File: src/rtl/booth_radix4_mult_8x8.sv
// Sequential signed 8x8 radix-4 Booth multiplier.
// Operands arrive serially on inbus; 17-bit product qualified by a done pulse.
module booth_radix4_mult_8x8 (
  input  logic        clk,
  input  logic        rst_b,
  input  logic        bgn,
  input  logic [7:0]  inbus,
  output logic        done,
  output logic [16:0] outbus
);

  typedef enum logic [2:0] {
    IDLE, LOAD_M, LOAD_Q, ADD, SHIFT, OUTPUT, DONE
  } state_e;

  state_e      state_q, state_d;
  logic [7:0]  m_q, m_d;
  logic [7:0]  q_q, q_d;
  logic [9:0]  a_q, a_d;
  logic        qm1_q, qm1_d;
  logic [1:0]  cnt_q, cnt_d;
  logic        done_q, done_d;
  logic [16:0] out_q, out_d;

  logic [9:0]  m_ext, m_dbl, opnd, opnd_x, sum;
  logic        sub;

  assign m_ext = {{2{m_q[7]}}, m_q};
  assign m_dbl = {m_q[7], m_q, 1'b0};

  // A is 10 bits so that -2M with M=-128 (+256) cannot overflow
  always_comb begin
    opnd = '0;
    sub  = 1'b0;
    unique case ({q_q[1:0], qm1_q})
      3'b001, 3'b010: opnd = m_ext;
      3'b011:         opnd = m_dbl;
      3'b100: begin
        opnd = m_dbl;
        sub  = 1'b1;
      end
      3'b101, 3'b110: begin
        opnd = m_ext;
        sub  = 1'b1;
      end
      default: opnd = '0;
    endcase
    opnd_x = sub ? ~opnd : opnd;
    sum    = a_q + opnd_x + {9'd0, sub};
  end

  always_comb begin
    state_d = state_q;
    m_d     = m_q;
    q_d     = q_q;
    a_d     = a_q;
    qm1_d   = qm1_q;
    cnt_d   = cnt_q;
    out_d   = out_q;
    done_d  = 1'b0;
    unique case (state_q)
      IDLE: begin
        if (bgn) state_d = LOAD_M;
      end
      LOAD_M: begin
        m_d     = inbus;
        a_d     = '0;
        qm1_d   = 1'b0;
        cnt_d   = '0;
        state_d = LOAD_Q;
      end
      LOAD_Q: begin
        q_d     = inbus;
        state_d = ADD;
      end
      ADD: begin
        a_d     = sum;
        state_d = SHIFT;
      end
      SHIFT: begin
        qm1_d   = q_q[1];
        q_d     = {a_q[1:0], q_q[7:2]};
        a_d     = {{2{a_q[9]}}, a_q[9:2]};
        cnt_d   = cnt_q + 2'd1;
        state_d = (cnt_q == 2'd3) ? OUTPUT : ADD;
      end
      OUTPUT: begin
        out_d   = {a_q[8:0], q_q};
        done_d  = 1'b1;
        state_d = DONE;
      end
      DONE: begin
        state_d = IDLE;
      end
      default: state_d = IDLE;
    endcase
  end

  always_ff @(posedge clk) begin
    if (rst_b) begin
      state_q <= IDLE;
      m_q     <= '0;
      q_q     <= '0;
      a_q     <= '0;
      qm1_q   <= 1'b0;
      cnt_q   <= '0;
      done_q  <= 1'b0;
      out_q   <= '0;
    end else begin
      state_q <= state_d;
      m_q     <= m_d;
      q_q     <= q_d;
      a_q     <= a_d;
      qm1_q   <= qm1_d;
      cnt_q   <= cnt_d;
      done_q  <= done_d;
      out_q   <= out_d;
    end
  end

  assign done   = done_q;
  assign outbus = out_q;

endmodule

File: config.mk
export PLATFORM = sky130hd
export DESIGN_NAME = booth_radix4_mult_8x8
export DESIGN_NICKNAME = d
export VERILOG_FILES = /design/src/rtl/booth_radix4_mult_8x8.sv
export SDC_FILE = /design/constraint.sdc
export NUM_CORES = 1
export LEC_CHECK = 0
export CAP_MARGIN = 20
export CORE_ASPECT_RATIO = 1.4
export CORE_MARGIN = 3
export CORE_UTILIZATION = 25
export CTS_CLUSTER_DIAMETER = 60
export DETAILED_ROUTE_END_ITERATION = 12
export PLACE_DENSITY_LB_ADDON = 0.1
export REMOVE_ABC_BUFFERS = 1
export SYNTH_ARGS = -nofsm -noshare
export SYNTH_HDL_FRONTEND = slang
export SYNTH_SLANG_ARGS = --single-unit
File: constraint.sdc
create_clock -name clk -period 3.9 [get_ports clk]
set_input_delay 0.78 -clock clk [delete_from_list [all_inputs] [get_ports clk]]
set_output_delay 0.78 -clock clk [all_outputs]
set_load 0.01 [all_outputs]
* Word level (Yosys, flattened, before mapping) *
Index checks and enable logic that the tools add are counted.

storage, ports and cells
  register bits = 50
  latch bits = 0
  RAM bits = 0
  ROM bits = 0
  output and inout bits = 18
  logic and storage cells = 47
  memories = 0

cells by class
  add/subtract/negate cells = 3
  multipliers = 0
  divide/modulo/power cells = 0
  magnitude comparators = 0
  eq/ne operators = 13
  shift operators = 0
  multiplexer cells = 11
  bitwise gates (word level) = 2
  reduce and logical (&&, ||, !) cells = 9

operators with widths
  kind                 number
  $pmux 10 s3          1
  $pmux 10 s2          1
  $pmux 3 s6           1
  $pmux 8 s2           1
  $eq 3x3->1 const B   5
  $eq 3x2->1 const B   4
  $add 10x1->10        1
  $add 10x10->10       1
  $mux 10              1
  $not 10->10          1
  $eq 3x1->1 const B   2
  $mux 3               2
  $reduce_bool 2->1    3
  $pmux 2 s2           1
  $reduce_or 4->1      1
  $logic_not 3->1      1
  $reduce_bool 3->1    1
  $reduce_or 3->1      1
  $add 2x1->2 const B  1
  $eq 2x2->1 const B   1
  $mux 1               2
  $ne 2x2->1 const B   1
  $pmux 1 s2           1
  $reduce_and 2->1     1
  2 further kinds      2

* Longest topological paths before layout *
Gate-level depths: netlist of run 1.

  depth after elaboration = 8
  depth in mapped cells = 12
  mapped depth without buffers = 12

* Worst setup path before layout of run 1 *
No wires, ideal clock.

  path type = reg2reg
  start point = register q_q[0]
  end point = register a_q[8]
  data arrival time = 3.080 ns
  data required time = 3.821 ns
  setup slack = 0.741 ns
  stages on the path, launching flop included = 12
  clock period less this slack = 3.159 ns
  cell sequence = dfxtp_1 inv_1 ha_1 o31ai_4 xor2_1 fa_1 a21o_1 a21o_1 a21oi_1 o21ai_0 or4b_2 o211ai_1

between the ends
  longest elaborated chain between the ends = 8
  elaborated cells on any way between the ends = 16

RTL lines
  what                                                          line  RTL
  start: declaration                                            18    logic [7:0] q_q, q_d;
  start signal: assignment                                      112   q_q <= q_d;
  $eq 3x3->1, or another cell as far along                      35    unique case ({q_q[1:0], qm1_q})
  $reduce_or 4->1 (no line) or $reduce_or 2->1 (tied branches)  --
  $pmux 10 s2                                                   35
  $not 10->10                                                   48    opnd_x = sub ? ~opnd : opnd;
  $mux 10                                                       48
  $add 10x10->10                                                49    sum = a_q + opnd_x + {9'd0, sub};
  $add 10x1->10 *                                               49
  $pmux 10 s3 *                                                 61    unique case (state_q)
  end signal: assignment                                        104   a_q <= '0;
  end signal: assignment                                        113   a_q <= a_d;
  end: declaration                                              19    logic [9:0] a_q, a_d;

Every way passes the cells marked *; elsewhere a longest branch is shown, timed or not.
A chain may end at the register's enable or synchronous reset.

* Worst setup path in the final report of run 1 *
Same ends and word-level chain as after synthesis.

==> impl_results.md, run 1 <==
- Ant diodes: 0
- Crit Path Class: reg2reg
- Met3 Track Usage GR: 1.80%
- Ys flop type: dfxtp_1
- Drt first pass iters: 4
- VDD IR max: 147 uV
- Vias in the first global route: 2,412
- Top post-synthesis cells by area: dfxtp_1 (37%), a21oi_1 (7.9%), nand2_1 (7.3%), ha_1 (6.9%), mux2i_1 (3.7%)
- Post-CTS Hold Buffers: 0
- Via density: 4.84
- CTS Buffer Depth: 2
- Total power: 0.00124 W
- Placed insts: 488
- Worst hold margin: 0.454 ns
- Measured slew at the worst slew-check pin: 0.744 ns
- RePlAce Congestion: 0.858
- Root Driver: clkbuf_16
- Initial Util: 25.8%
- Postcts setup bufs: 0
- Number of setup violations in the final report: 0
- Startpoint types: flip-flop
- Total routed wirelength: 7730 um
- Routing usage on met1: 15.9%
- # resized after CTS: 0
- H-tree depth: 2
- Setup TNS after final layout: 0 ns
- Synth Cell Area: 2720 um2
- EDFF count, synth: 0
- Cell taking the most area after synthesis: dfxtp_1
- Mean post-synth cell area: 8.21 um2
- Worst EP required: 4.12 ns
- Largest net degree at the start of global routing: 36
- Die width: 94.1 um
- Worst hold-check path type: reg2reg
- DIE HEIGHT: 129 um
- Global route hottest layer: met2
- Dpl hpwl: 5570 um
- P&R area growth vs syn: 22.1%
- Detailed Route Iter0 Violations: 89
- CORE AREA: 10,500 um2
- Clock Latency Late Sink: 0.30 ns
- RSZ-0062 raised after global routing: no
- R2R Path End: a_q[8]
- Worst Min Path Start: outbus[9]
- Share of the synthesized area in the top cell type: 36.8%
- Clock sinks: 50
- Worst setup EP type: flip-flop
- Synth Register Bits: 50
- Crit path max fanout: 8
- Total CTS buffers: 5
- Clk_skew: 0.00325 ns
- Tcrit/Tclk final: 87.1%
- Synth cell types: 44
- Power per standard cell area: 374 nW/um2
- Met2 Use GR: 24.6%
- DR WL/cell: 15.6 um
- Post-route DRC: 0
- Total track usage: 13.4%
- Clock transition at path regs: 0.07 ns
- Antenna Nets Post-Route: 0
- Antenna violations before repair: 0
- Hold depth: 2
- TritonCTS clock tree: yes
- Synth Instances: 331
- Sequential-to-total area share from yosys stat: 36.8%
- Peak Freq: 0.294 GHz
- Layout cell share with drive strength beyond 1: 7.26%
- Fin. Hold Viols: 0
- Pins Over Slew Limit: 0
- PortBufs: 28
- Post-synth ARST share: 0%
- Worst hold endpoint: outbus[9]
- Total number of vias: 2,399
- Max_cap viols: 0
- Cells on worst reg2reg path: 12
- Final #Nets: 384
- Status: completed
- Grt ovf: 0
- Final Non-Filler Cells: 496
- Slew margin rel.: 50.4%
- Critical Path AT: 3.62 ns
- First-pass GRT wire length: 12,700 um
- Leak: 1.23 nW
- FF-to-FF setup slack: 0.50 ns
- I/O Pins: 29
- Crit path time final: 3.40 ns
- Yosys Warn Count: 0
- FP Rows: 44
- DIE AREA: 12,200 um2
- Reg2Reg Launch Point: q_q[0]
cell usage after synthesis, drive strengths merged (6+ instances only):
cell,n
a211oi,9
a21o,7
a21oi,43
a22oi,10
clkbuf,17
dfxtp,50
ha,15
inv,7
mux2i,11
nand2,53
nand3,6
nor2,25
nor3,8
o21ai,17
xor2,9
where the power goes:
part           switching (W)  total, W  internal (W)
logic               0.000132  0.000222     0.0000904
clock network       0.000203  0.000458      0.000255
registers          0.0000262  0.000560      0.000534
total               0.000361   0.00124      0.000879
layout by cell type (no fill, tap or decap), drive strengths merged, types with 3 or more instances in the layout:
cell	instances
nand2	53
a22oi	10
ha	15
nand2b	3
a21oi	43
a211oi	9
or3	3
buf	11
nand3	6
mux2i	11
dfxtp	50
xor2	9
nor3	8
clkbuf	6
o21ai	17
clkdlybuf4s50	27
a2111oi	3
inv	7
nor2b	3
a21o	7
nor2	25
kinds of logic (layout without fill, tap and decap cells):
family                   count (synthesis)  count (layout)  synth area share (%)
AO/OA/AOI/OAI                          107             107                  25.9
XOR/XNOR                                11              11                  3.55
multiplexers                            12              12                  4.61
buffers and inverters                   26              53                  3.69
flip-flops                              50              50                  36.8
AND/OR/NAND/NOR                        109             109                  17.7
adder cells (fa/ha/maj)                 16              16                  7.65
registers in the layout, indices dropped and copies added (netlist names):
| name | flops |
|---|---|
| done | 1 |
| state_q | 3 |
| qm1_q | 1 |
| a_q | 10 |
| cnt_q | 2 |
| outbus | 17 |
| m_q | 8 |
| q_q | 8 |
through the flow:
stage                     instance area (um2)  util, %  worst slack [ns]
after detailed placement                 3170     30.1             0.479
after global routing                     3320     31.5             0.292
after floorplan                          2640        -             0.741
final                                    3320     31.5             0.503
after CTS                                3320     31.5             0.460
after global placement                   3170     30.1             0.597
layer usage:
layer	vias up	share of wire, %
met5	-	0
li1	1235	-
met2	32	52
met3	7	2.0
met4	0	1.6
met1	1125	44
worst max path at each step:
| stage | depth (start not counted) | from | slack [ns] | to |
|---|---|---|---|---|
| after floorplan | 11 | q_q[0] | 0.74 | a_q[8] |
| after global placement | 12 | q_q[0] | 0.60 | a_q[8] |
| after detailed placement | 12 | q_q[0] | 0.48 | a_q[8] |
| after CTS | 12 | q_q[0] | 0.46 | a_q[8] |
| after global routing | 12 | q_q[0] | 0.29 | a_q[8] |
| final | 12 | q_q[0] | 0.50 | a_q[8] |
critical path, stage by stage, from the launching register on:
cell	delay [ns]
dfxtp_1	0.39
inv_1	0.08
ha_1	0.25
mux2_2	0.34
a22oi_1	0.19
xor2_1	0.14
fa_1	0.45
a21o_1	0.18
a21o_1	0.20
a21oi_1	0.23
o21ai_0	0.15
or4b_2	0.62
o211ai_1	0.09
cell type report:
cell class	count	area (um2)
Clock inverter	2	12.5
Multi-Input combinational cell	255	1620
Sequential cell	50	1000
Tap cell	138	173
Clock buffer	6	139
Inverter	7	26.3
Timing Repair Buffer	38	350
Fill cell	1141	7200
No activity file was read; power rests on OpenSTA's default activity.
==> inputs of run 2 (changes only) <==
--- a/config.mk
+++ b/config.mk
@@ -5,10 +5,11 @@
 export SDC_FILE = /design/constraint.sdc
 export NUM_CORES = 1
 export LEC_CHECK = 0
+export ABC_AREA = 1
 export CAP_MARGIN = 20
 export CORE_ASPECT_RATIO = 1.4
 export CORE_MARGIN = 3
-export CORE_UTILIZATION = 25
+export CORE_UTILIZATION = 47
 export CTS_CLUSTER_DIAMETER = 60
 export DETAILED_ROUTE_END_ITERATION = 12
 export PLACE_DENSITY_LB_ADDON = 0.1
==> run 2 against run 1 <==
  * Final cell count decreased by 5.8%
  * Utilization increased by 24 points
  * Sequential power grew 1%
  * Highest routed layer unchanged
  * Design area decreased by 6.8%
  * Clock skew grew 0.0035 ns
  * Critical endpoint is now a_q[3]
==> impl_results.md, run 2 <==
- Status: completed
- Worst setup margin: 1.31 ns
- Max reg flops: 17
- Clock transition at path regs: 0.09 ns
- Leak: 1.29 nW
- Top post-synthesis cells by area: dfxtp_1 (37%), nand2_1 (12%), a21oi_1 (8.8%), ha_1 (6.9%), nand3_1 (6.2%)
- Initial Util: 49.0%
- Final #Nets: 426
- Vias in the first global route: 2,424
- Most frequent cells in the layout: nand2_1 (85), dfxtp_1 (50), a21oi_1 (48)
- Peak Freq: 0.387 GHz
- Slew margin rel.: 48.6%
- Worst path slowest cell: dfxtp_1
- Crit path time final: 2.59 ns
- CP Cell Sequence: inv_1 > ha_1 > inv_1 > o22ai_1 > xor2_1 > ha_1 > nand2_1 > nand2_1 > o21bai_1 > or2_2 > nand3_1 > a21oi_1
- Total track usage: 20.3%
- CP bufs+invs: 2
- CP max stage delay: 0.42 ns
- PortBufs: 28
- Crit path max fanout: 6
- Startpoint types: flip-flop
- I/O Pins: 29
- Grt ovf: 0
- DIE HEIGHT: 96.1 um
- Placed cell area: 3010 um2
- Worst EP required: 4.10 ns
- Synth Register Bits: 50
- Crit path max-delay family: adder cells
- Root Driver: clkbuf_8
- Clock Latency Late Sink: 0.30 ns
- CORE AREA: 5570 um2
- Antenna violations before repair: 0
- Placed insts: 460
- Total number of vias: 2,517
- P&R area growth vs syn: 13.5%
- Sequential-to-total area share from yosys stat: 36.7%
- Post-route DRC: 0
- EDFF count, synth: 0
- Synth cell types: 38
- Clock sinks: 50
- Final Non-Filler Cells: 467
- Postcts setup bufs: 0
- Layout cell share with drive strength beyond 1: 7.27%
- CTS Buffer Depth: 2
- Setup TNS after final layout: 0 ns
- Ant diodes: 0
- Ys flop type: dfxtp_1
- Total CTS buffers: 5
- Pins Over Slew Limit: 0
- Commonest non-fill, non-tap cell in the layout: nand2_1
- Fill cells: 543
- Detailed Route Iter0 Violations: 133
- Largest net degree at the start of global routing: 39
- Power per standard cell area: 345 nW/um2
- Antenna Nets Post-Route: 0
- Synth Cell Area: 2730 um2
- Post-CTS Hold Buffers: 0
- Cell taking the most area after synthesis: dfxtp_1
- Worst hold-check path type: reg2reg
- Critical Path AT: 2.78 ns
- Worst setup EP type: flip-flop
- RSZ-0062 raised after global routing: no
- VDD IR max: 244 uV
- Crit Path Class: reg2reg
- TritonCTS clock tree: yes
- Die width: 70.4 um
- Total power: 0.00107 W
- Drt first pass iters: 4
- Measured slew at the worst slew-check pin: 0.770 ns
- DR WL/cell: 13.9 um
- Mean post-synth cell area: 7.19 um2
- Final Cell Area: 3090 um2
- DIE AREA: 6760 um2
- RePlAce Congestion: 0.896
- FP Rows: 32
- H-tree depth: 2
- Via density: 5.39
- Tcrit/Tclk final: 66.3%
- Commonest cells post-synth: nand2_1 (85), dfxtp_1 (50), a21oi_1 (48), nand3_1 (34), inv_1 (30)
- Fin. Hold Viols: 0
- Post-synth ARST share: 0%
- Synth Instances: 379
- First-pass GRT wire length: 10,900 um
- Max_cap viols: 0
- Clk_skew: 0.00675 ns
- Pre-CTS WS: 1.35 ns
- Dpl hpwl: 4780 um
- Share of the synthesized area in the top cell type: 36.7%
- # resized after CTS: 0
- Number of setup violations in the final report: 0
- Total routed wirelength: 6500 um
- Top-count cell post-synth: nand2_1
- Yosys Warn Count: 0
==> run 2: changes by cell type after synthesis, sizes merged, moves of 9 or more <==
cell / before / now
a211oi: 9 / 0
a22oi: 10 / 1
buf: 2 / 12
clkbuf: 17 / 5
inv: 7 / 37
mux2i: 11 / 0
nand2: 53 / 90
nand3: 6 / 35
==> run 2: area by class of cell <==
| class | instances | area, um2 | area share, % |
|---|---|---|---|
| inverters | 39 | 146 | 4.73 |
| clock inverters | 1 | 7.51 | 0.243 |
| well taps | 68 | 85.1 | 2.75 |
| repair buffers | 30 | 295 | 9.55 |
| flip-flops and latches | 50 | 1000 | 32.4 |
| clock buffers | 6 | 72.6 | 2.35 |
| multi-input cells | 273 | 1490 | 48.0 |
==> run 2: logic make-up after synthesis <==
family                   share of synthesized area [%]
flip-flops                                        36.7
buffers and inverters                             8.77
AND/OR/NAND/NOR                                   26.8
XOR/XNOR                                          2.57
adder cells (fa/ha/maj)                           7.62
AO/OA/AOI/OAI                                     17.5
==> run 2: path summary, 6_finish.rpt <==
check        startpoint   endpoint  slack (ns)  cells past startpoint
max              q_q[0]     a_q[3]        1.31                     12
min           outbus[8]  outbus[8]        0.46                      2
max reg2reg      q_q[0]     a_q[3]        1.31                     12
min reg2reg   outbus[8]  outbus[8]        0.46                      2
==> run 2: report_power, final <==
group          switching (W)  total [W]  internal, W
clock               0.000174   0.000297     0.000124
combinational       0.000129   0.000202    0.0000731
sequential         0.0000301   0.000567     0.000537
total               0.000333    0.00107     0.000734
==> run 2: per-stage QoR <==
stage	util [%]	hold WS [ns]
after floorplan	-	0.429
after global placement	54.1	0.447
after detailed placement	54.1	0.451
after CTS	55.6	0.467
after global routing	55.6	0.484
final	55.6	0.463
==> run 2: layer usage <==
metal / track usage, % / routed length (um) / vias up
li1: - / - / 1299
met2: 38.3 / 3400 / 53
met5: 0 / 0 / -
met3: 3.34 / 185 / 17
met4: 10.1 / 227 / 0
met1: 21.6 / 2690 / 1148
==> run 2: worst register-to-register path, delay by kind of cell, from the launching register on <==
family / cells / cell delay, ns
xor gates and xnor gates: 1 / 0.22
and+or+nand+nor: 4 / 0.55
AOI/OAI and AO/OA: 3 / 0.45
DFF: 1 / 0.42
buffers and inverters: 2 / 0.20
adders and majority gates: 2 / 0.63
